File: src/rtl/clk_tick_gen.sv
// clk_tick_gen: free-running counter plus independent programmable tick/wave dividers
module clk_tick_gen #(
  parameter int CHANNELS = 4,
  parameter int WIDTH = 32,
  parameter int FREE_W = 32,
  parameter int DEFAULT_DIV = 4,
  localparam int SEL_W = CHANNELS > 1 ? $clog2(CHANNELS) : 1
) (
  input  logic                clk,
  input  logic                rst,
  input  logic                en,
  input  logic                cfg_we,
  input  logic [SEL_W-1:0]    cfg_sel,
  input  logic [WIDTH-1:0]    cfg_div,
  input  logic [CHANNELS-1:0] ch_clr,
  output logic [CHANNELS-1:0] tick,
  output logic [CHANNELS-1:0] wave,
  output logic [CHANNELS-1:0] pend,
  output logic [FREE_W-1:0]   free_cnt
);
  always_ff @(posedge clk or posedge rst)
    if (rst) free_cnt <= '0;
    else free_cnt <= free_cnt + FREE_W'(1);
  for (genvar i = 0; i < CHANNELS; i++) begin : g_ch
    logic [WIDTH-1:0] cnt, div, shadow, lim, nxt;
    logic wr, load, t, w, p;
    // a same-cycle write overrides the shadow so it can land on a wrap or clear directly
    always_comb begin
      wr = cfg_we && cfg_sel == SEL_W'(i);
      lim = div > WIDTH'(1) ? div - WIDTH'(1) : '0;
      nxt = wr ? cfg_div : shadow;
      load = wr || p;
    end
    always_ff @(posedge clk or posedge rst)
      if (rst) begin
        cnt <= '0;
        div <= WIDTH'(DEFAULT_DIV);
        shadow <= '0;
        t <= 1'b0;
        w <= 1'b0;
        p <= 1'b0;
      end else if (ch_clr[i]) begin
        cnt <= '0;
        t <= 1'b0;
        w <= 1'b0;
        p <= 1'b0;
        if (load) div <= nxt;
      end else if (en && cnt >= lim) begin
        cnt <= '0;
        t <= 1'b1;
        w <= ~w;
        p <= 1'b0;
        if (load) div <= nxt;
      end else begin
        t <= 1'b0;
        if (en) cnt <= cnt + WIDTH'(1);
        if (wr) begin
          shadow <= cfg_div;
          p <= 1'b1;
        end
      end
    assign tick[i] = t;
    assign wave[i] = w;
    assign pend[i] = p;
  end
endmodule

File: config.mk
export PLATFORM = sky130hd
export DESIGN_NAME = clk_tick_gen
export DESIGN_NICKNAME = d
export VERILOG_FILES = /design/src/rtl/clk_tick_gen.sv
export SDC_FILE = /design/constraint.sdc
export NUM_CORES = 1
export LEC_CHECK = 0
export CAP_MARGIN = 20
export CORE_MARGIN = 1
export CORE_UTILIZATION = 35
export CTS_CLUSTER_DIAMETER = 200
export CTS_CLUSTER_SIZE = 8
export DETAILED_ROUTE_END_ITERATION = 8
export GPL_ROUTABILITY_DRIVEN = 1
export PLACE_DENSITY = 0.6
export SLEW_MARGIN = 0
export SYNTH_ARGS = -nofsm -noshare
export SYNTH_HDL_FRONTEND = slang
export SYNTH_SLANG_ARGS = --single-unit
File: constraint.sdc
create_clock -name clk -period 16.86 [get_ports clk]
set_input_delay 2.529 -clock clk [delete_from_list [all_inputs] [get_ports clk]]
set_output_delay 2.529 -clock clk [all_outputs]
set_load 0.03 [all_outputs]
==> results_dict.tcl, run 1 <==
set metrics [dict create \
    run_status "finished clean" \
    syn_nets 2614 \
    first_pass_iters 5 \
    synthArstFlopShare_pct 100 \
    grt_max_degree 131 \
    placed_area_mm2 0.0262 \
    slew_violations 0 \
    rsz0062_at_grt "no" \
    finalCritPeriodShare_pct 33.6 \
    via_per_inst 5.23 \
    drv_cap 0 \
    grt_pass1_vias 18500 \
    ys_seq_elements 428 \
    finalHoldViolCount 0 \
    final_common_cell "dfrtp_1" \
    port_buffers 85 \
    syn_to_final_growth_pct 14.5 \
    num_rows 96 \
    syn_avg_cell_area_um2 10.1 \
    wl_mm 60.9 \
    yosysWarnings 0 \
    grt_util_all_layers_pct 17.4 \
    finalCriticalPeriod_ps 5670 \
    layout-drive-gt1-share_pct 13.5 \
    skew_ps 13.2 \
    ir_drop_mv 0.0765 \
    cts.path.max_buffers 3 \
    cts-root-buf "clkbuf_16" \
    syn-instance-count 2431 \
    max_freq_mhz 176 \
    final_antenna_net_count 0 \
    wire_per_inst_um 17.5 \
    top_level_ports 86 \
    hold_class "flip-flop to flip-flop" \
    die-area_mm2 0.0709 \
    syn_area_mm2 0.0244 \
    initial_utilization_pct 35.5 \
    critPathKind "flip-flop to flip-flop" \
    die_h_um 266 \
    hold_buffers 0 \
    num_vias 18200 \
    nNetsFinal 2676 \
    ys_types 74 \
    cts_made_buffers 59 \
    ys.flop_type "dfrtp_1" \
    cts_tree "done" \
    worst_pin_slew_ps 1080 \
    drc 0 \
    dr.first_iter.drc_count 1273 \
    gp_congestion 0.831 \
    gr-total-overflow 0 \
    setup_violations 0 \
    cts_htree_levels 2 \
    dp_hpwl_mm 41.4 \
    nFillCells 6640 \
    antenna_found_initial 1 \
    p_leak_nw 12.4 \
    clk_pin_slew_worst_paths_ps 50 \
    final_cell_mix "424 x dfrtp_1, 342 x nand2_1, 213 x nor2_1, 188 x mux2_2, 156 x xor2_1" \
    worst_skew_pair.late_latency_ps 620 \
    die_w_um 266 \
    cp-start-kind "flip-flop" \
    slew_headroom_pct 28.3 \
    arrival_ps 6170 \
    fin_area_mm2 0.0280 \
    cts_resized 0 \
    coreArea_mm2 0.0688 \
    crit_fanout 32 \
    cellPowerDensity_mw_per_mm2 115 \
    grt_pass1_wl_mm 99.2 \
    critPathCaptureType "flip-flop" \
    synth_edf_count 0 \
    synth_seq_area_share_pct 43.8 \
    worstPathRequired_ps 17360 \
    clkSinkCount 428 \
    cts_setup_buffers 0 \
    setup_tns_ps 0 \
]
==> flip-flops by register name (all words and copies together), names as in the netlist <==
signal and count:
g_ch.div 128, g_ch.cnt 128, free_cnt 32, g_ch.w 4, g_ch.t 4, g_ch.p 4
g_ch.shadow 128
==> critical path, stage by stage, from the launching register on <==
cell and delay [ps]:
dfrtp_1 420, or4_4 560, or3_1 360, or3_4 380
nor4_4 230, nand3_1 720, nor3b_1 400, a21oi_1 140
ha_1 260, a21o_1 170, a21o_1 180, o21bai_1 150
a21oi_1 550, o211a_1 220, buf_4 380, mux2_2 390
==> routing by layer <==
layer,part of all wire [%],up-vias,wire (um),GRT usage [%]
met5,0,-,0,0
met4,3.5,0,2110,6.82
met3,4.0,121,2420,2.41
met2,47,367,28800,29.1
met1,45,8970,27600,22.6
li1,-,8730,-,-
==> final cells by class <==
class,count,area [um^2],area share (%)
tap,931,1160,4.16
inverter,32,128,0.456
multi-input combinational,1862,13100,46.8
sequential,428,10700,38.3
clock buffer,109,1690,6.02
antenna,1,2.50,0.00894
clock inverter,3,55.1,0.197
timing repair buffer,110,1130,4.02
==> Yosys cell counts, drive strengths merged (23+ instances only) <==
master,number,area [um^2]
nand4,53,332
nor3,72,375
clkbuf,62,233
inv,32,120
xnor2,102,893
and3,23,144
nand2,343,1290
o22ai,64,400
nand3,64,320
a21oi,127,643
o21ai,34,174
mux2,218,2570
nor4,38,272
dfrtp,424,10600
buf,47,308
xor2,156,1370
ha,141,1760
a2bb2oi,32,280
nor2,215,810
==> per-stage QoR <==
stage	power [mW]	setup WS, ps	cells	hold WS [ps]	utilization, %
2_1_floorplan	1.90	2420	2431	475	-
3_3_place_gp	2.06	11000	3358	468	37.9
3_5_place_dp	2.10	10940	3360	465	38.0
4_1_cts	3.26	11110	3472	480	40.5
5_1_grt	3.41	10710	3476	510	40.7
6_report	3.23	11190	3476	479	40.7
==> where the power goes <==
part / total, mW / leakage, nW / internal [mW] / switching (mW)
registers: 1.39 / 5.41 / 1.21 / 0.182
logic: 0.701 / 6.15 / 0.354 / 0.347
clock network: 1.14 / 0.823 / 0.679 / 0.457
total: 3.23 / 12.4 / 2.24 / 0.986
==> path summary, 6_finish.rpt <==
check / from / end / slack, ps / depth (start not counted)
setup / recovery: g_ch[1].div[23] / g_ch[1].shadow[22] / 11190 / 15
hold / removal: free_cnt[31] / free_cnt[31] / 480 / 1
setup reg to reg: g_ch[1].div[23] / g_ch[1].shadow[22] / 11190 / 15
hold reg to reg: free_cnt[31] / free_cnt[31] / 480 / 1
max in group asynchronous: rst / g_ch[2].cnt[29] / 12770 / 3
min in group asynchronous: rst / free_cnt[2] / 2520 / 2
==> cell families after synthesis <==
kind of cell               count (synthesis)  synth area share, %
and+or+nand+nor                          911                 17.6
DFF                                      428                 43.8
AOI/OAI and AO/OA                        324                 8.46
xor gates and xnor gates                 258                 9.24
muxes                                    228                 10.9
buffers and inverters                    141                 2.70
adders and majority gates                141                 7.22
Note: power is estimated with default switching activity, not from simulation.
==> inputs of run 2 (changes only) <==
--- a/config.mk
+++ b/config.mk
@@ -12,7 +12,7 @@
 export CTS_CLUSTER_SIZE = 8
 export DETAILED_ROUTE_END_ITERATION = 8
 export GPL_ROUTABILITY_DRIVEN = 1
-export PLACE_DENSITY = 0.6
+export PLACE_DENSITY = 0.61
 export SLEW_MARGIN = 0
 export SYNTH_ARGS = -nofsm -noshare
 export SYNTH_HDL_FRONTEND = slang
==> constraint.sdc (replaced) <==
create_clock -name clk -period 4.9 [get_ports clk]
set_input_delay 0.735 -clock clk [delete_from_list [all_inputs] [get_ports clk]]
set_output_delay 0.735 -clock clk [all_outputs]
set_load 0.03 [all_outputs]
==> results_dict.tcl, run 2 (same netlist as run 1, synthesis figures left out) <==
set metrics [dict create \
    max_freq_mhz 216 \
    final_cell_mix "424 x dfrtp_1, 342 x nand2_1, 213 x nor2_1, 188 x mux2_2, 156 x xor2_1" \
    cts_made_buffers 59 \
    run_status "finished clean" \
    finalCriticalPeriod_ps 4640 \
    clkSinkCount 428 \
    cts-root-buf "clkbuf_16" \
    hold_class "flip-flop to flip-flop" \
    die-area_mm2 0.0709 \
    grt_pass1_wl_mm 100 \
    cts_tree "done" \
    gr-total-overflow 0 \
    num_vias 18100 \
    cts_setup_buffers 0 \
    slew_violations 0 \
    dr.first_iter.drc_count 1164 \
    gp_congestion 0.850 \
    top_level_ports 86 \
    grt_pass1_vias 18500 \
    worstPathRequired_ps 5380 \
    reg_top3 "g_ch.cnt x128, g_ch.div x128, g_ch.shadow x128" \
    cp-start-kind "flip-flop" \
    antenna_found_initial 0 \
    max_stage_delay_ps 590 \
    wl_met2_mm 28.9 \
    cellPowerDensity_mw_per_mm2 393 \
    first_pass_iters 5 \
    worst_pin_slew_ps 1030 \
    cts_resized 0 \
    wire_per_inst_um 17.3 \
    drc 0 \
    die_h_um 266 \
    wl_met1_mm 28.2 \
    finalHoldViolCount 0 \
    initial_utilization_pct 35.5 \
    finalCritPeriodShare_pct 94.6 \
    dp_hpwl_mm 43.0 \
    worst-path-buf-inv 1 \
    n_antenna_cell 0 \
    critPathTopFamily "simple AND/OR/NAND/NOR gates" \
    wl_met3_mm 2.09 \
    crit_fanout 11 \
    arrival_ps 5120 \
    port_buffers 85 \
    timing.hold.ws_ps 492 \
    cts_htree_levels 2 \
    crit_path_cell_trace "or4_1 > or4_4 > or2_1 > nor3_1 > xor2_1 > nand2_1 > ha_1 > a21oi_1 > nor2_1 > a2111oi_4 > a211oi_2 > a311o_2 > or2_2 > buf_4 > mux2_4" \
    wl_mm 60.3 \
    skew_ps 15.2 \
    grt_util_all_layers_pct 17.4 \
    top_layer_used "met4" \
    slew_headroom_pct 30.9 \
    clk_pin_slew_worst_paths_ps 50 \
    die_w_um 266 \
    layout-drive-gt1-share_pct 14.9 \
    drv_cap 0 \
    nNetsFinal 2708 \
    via_per_inst 5.19 \
    critPathCaptureType "flip-flop" \
    final_common_cell "dfrtp_1" \
    num_rows 96 \
    critPathKind "flip-flop to flip-flop" \
    cts.path.max_buffers 3 \
    syn_to_final_growth_pct 15.8 \
    worst_skew_pair.late_latency_ps 610 \
    setup_violations 0 \
    cp_slowest_cell "or4_1" \
    grt_max_degree 118 \
    hold_buffers 0 \
    fin_util_pct 41.1 \
    p_leak_nw 12.5 \
    final_antenna_net_count 0 \
    coreArea_mm2 0.0688 \
    ir_drop_mv 0.230 \
    finalPower_mw 11.1 \
]
==> run 2: cell types whose count changed in the layout (fill, tap and decap cells not counted), moves of 3 or more <==
cell      before  now
buf_12         0   11
buf_16         4    1
buf_4         20   40
buf_6          0    3
clkbuf_1      49   36
nor3_1        68   65
nor3_2         3    6
==> run 2: through the flow <==
step | setup TNS (ps) | instance area, um^2 | cells | setup WS (ps)
after global routing | -151 | 28300 | 3493 | -20.5
after CTS | 0 | 28200 | 3491 | 78.5
after floorplan | -682330 | 24400 | 2431 | -1610
after detailed placement | 0 | 26500 | 3393 | 89.3
after global placement | 0 | 26500 | 3393 | 177
final | 0 | 28300 | 3493 | 264
==> run 2: path summary, 6_finish.rpt <==
kind | endpoint | cells after the start | slack [ps] | from
setup reg to reg | g_ch[0].shadow[26] | 15 | 260 | g_ch[0].div[17]
hold / removal | free_cnt[16] | 1 | 490 | free_cnt[16]
min in group asynchronous | free_cnt[1] | 2 | 650 | rst
hold reg to reg | free_cnt[16] | 1 | 490 | free_cnt[16]
setup / recovery | g_ch[0].shadow[26] | 15 | 260 | g_ch[0].div[17]
max in group asynchronous | g_ch[1].shadow[30] | 3 | 3150 | rst
==> run 2: final cells by class <==
class	count	area (um^2)
clock buffer	97	1660
inverter	32	124
fill	6557	40500
clock inverter	1	30.0
timing repair buffer	142	1460
sequential	428	10700
multi-input combinational	1862	13200
tap	931	1160
==> run 2: worst register-to-register path, delay by kind of cell, from the launching register on <==
family | cells | cell delay (ps)
mux | 1 | 310
buf+inv | 1 | 210
simple gates | 7 | 2080
flops | 1 | 420
fa+ha+maj | 1 | 300
compound gates | 4 | 1030
xor+xnor | 1 | 160
==> run 2: power breakdown <==
group	internal, mW	switching [mW]	total, mW
registers	4.16	0.649	4.81
clock network	2.32	1.52	3.84
logic	1.24	1.23	2.47
total	7.72	3.40	11.1
==> run 2: routing by layer <==
layer | track usage [%] | vias to the layer above
met2 | 29.1 | 313
met5 | 0 | -
met4 | 4.61 | 0
met1 | 23.6 | 8932
met3 | 2.13 | 72
li1 | - | 8806
==> inputs of run 3 (changes only) <==
--- a/config.mk
+++ b/config.mk
@@ -13,6 +13,7 @@
 export DETAILED_ROUTE_END_ITERATION = 8
 export GPL_ROUTABILITY_DRIVEN = 1
 export PLACE_DENSITY = 0.61
+export REMOVE_ABC_BUFFERS = 1
 export SLEW_MARGIN = 0
 export SYNTH_ARGS = -nofsm -noshare
 export SYNTH_HDL_FRONTEND = slang
==> results_dict.tcl, run 3 (same netlist as run 1, synthesis figures left out) <==
set metrics [dict create \
    run_status "finished clean" \
    worst_skew_pair.late_latency_ps 610 \
    gr-total-overflow 0 \
    max_freq_mhz 209 \
    final_antenna_net_count 0 \
    placed_area_mm2 0.0265 \
    hold_buffers 0 \
    top_level_ports 86 \
    slew_violations 0 \
    p_leak_nw 12.5 \
    multiInputGateArea_mm2 0.0131 \
    finalCriticalPeriod_ps 4780 \
    timing.hold.ws_ps 487 \
    dp_hpwl_mm 43.4 \
    crit_path_cell_trace "or4_4 > nor2_2 > nand2_1 > or4_1 > or3_1 > buf_4 > nand2_1 > ha_1 > a21oi_2 > o21ai_2 > a2111oi_4 > a211oi_2 > a311o_2 > or2_2 > buf_12 > mux2_4" \
    finalCritPeriodShare_pct 97.5 \
    gp_congestion 0.884 \
    cp-start-kind "flip-flop" \
    ir_drop_mv 0.310 \
    worstReg2RegEnd "g_ch[0].shadow[0]" \
    cpMostUsedCell "nand2_1" \
    syn_to_final_growth_pct 15.5 \
    num_vias 18300 \
    via_per_inst 5.24 \
    place_inst 3387 \
    nNetsFinal 2700 \
    fin_area_mm2 0.0282 \
    first_pass_iters 5 \
    rr_worst_depth 16 \
    grt_max_degree 105 \
    die_h_um 266 \
    worstPathRequired_ps 5390 \
    coreArea_mm2 0.0688 \
    rsz0062_at_grt "no" \
    stdcell_count 3499 \
    drv_cap 0 \
    cts.path.max_buffers 3 \
    startpoint "g_ch[0].div[9]" \
    drc 0 \
    cts_made_buffers 59 \
    reg_top3 "g_ch.cnt x128, g_ch.div x128, g_ch.shadow x128" \
    hold_class "flip-flop to flip-flop" \
    n_antenna_cell 0 \
    nFillCells 6538 \
    port_buffers 85 \
    setup_violations 0 \
    grt_util_met3_pct 2.82 \
    layout-drive-gt1-share_pct 14.6 \
    r2r_start "g_ch[0].div[9]" \
    worst_pin_slew_ps 938 \
    grt_util_all_layers_pct 17.6 \
    initial_utilization_pct 35.5 \
    grt.met2_usage_pct 29.5 \
    arrival_ps 5270 \
    top_usage_layer "met2" \
    cts_htree_levels 2 \
    path_depth 16 \
    clkSinkCount 428 \
    die-area_mm2 0.0709 \
    wl_mm 61.5 \
    critPathTopFamily "simple AND/OR/NAND/NOR gates" \
    cts_setup_buffers 0 \
    max_stage_delay_ps 560 \
    die_w_um 266 \
    worst-path-buf-inv 2 \
    critPathKind "flip-flop to flip-flop" \
    final_common_cell "dfrtp_1" \
    cts-root-buf "clkbuf_16" \
    grt_pass1_vias 18700 \
    crit_path_end "g_ch[0].shadow[0]" \
    cts_tree "done" \
    crit_fanout 18 \
    skew_ps 12.9 \
    reg2reg_slack_ps 120 \
    slew_headroom_pct 37.3 \
    wire_per_inst_um 17.6 \
    layout.area.seq_mm2 0.0107 \
    cp_slowest_cell "or4_4" \
    use_met1_pct 23.2 \
    critPathCaptureType "flip-flop" \
    finalHoldViolCount 0 \
    antenna_found_initial 2 \
    grt_pass1_wl_mm 101 \
    dr.first_iter.drc_count 1102 \
    num_rows 96 \
    final_cell_mix "424 x dfrtp_1, 342 x nand2_1, 213 x nor2_1, 188 x mux2_2, 156 x xor2_1" \
    clk_pin_slew_worst_paths_ps 50 \
    cellPowerDensity_mw_per_mm2 394 \
]
run 3: repair_timing:
item / 4_1_cts / 5_1_grt
setup endpoints to repair: 11 / 181
resized for setup: 1 / 11
pin swaps: 0 / 0
run 3: per-stage QoR:
stage                     utilization [%]  worst slack [ps]  total power [mW]  TNS [ps]
after floorplan                         -             -7750              6.52  -3508810
after global placement               38.4               175              7.18         0
after detailed placement             38.4              31.1              7.31         0
after CTS                            40.9              67.2              11.2         0
after global routing                 41.0              3.38              11.8         0
final                                41.0               123              11.1         0
run 3: worst min path at each step:
stage	from	end	slack [ps]	cells after the start
global placement	free_cnt[31]	free_cnt[31]	470	1
detailed placement	free_cnt[16]	free_cnt[16]	480	1
floorplan	g_ch[3].shadow[10]	g_ch[3].shadow[10]	480	1
global route	g_ch[3].shadow[14]	g_ch[3].shadow[14]	510	1
finish	free_cnt[16]	free_cnt[16]	490	1
CTS	free_cnt[16]	free_cnt[16]	490	1
run 3: layout make-up:
| cell class | instances | area share (%) |
|---|---|---|
| sequential | 428 | 38.0 |
| timing repair buffer | 134 | 4.83 |
| tap | 931 | 4.13 |
| clock inverter | 4 | 0.199 |
| inverter | 32 | 0.452 |
| clock buffer | 108 | 5.88 |
| multi-input combinational | 1862 | 46.6 |
run 3: where the power goes:
part | internal (mW) | switching [mW] | leakage (nW)
registers | 4.16 | 0.642 | 5.41
clock network | 2.30 | 1.56 | 0.813
logic | 1.23 | 1.24 | 6.28
total | 7.70 | 3.44 | 12.5
run 3: metal layers:
layer	share of wire, %	wire, um
met1	46	28100
met2	48	29500
met3	4.1	2500
met4	2.3	1390
met5	0.034	21
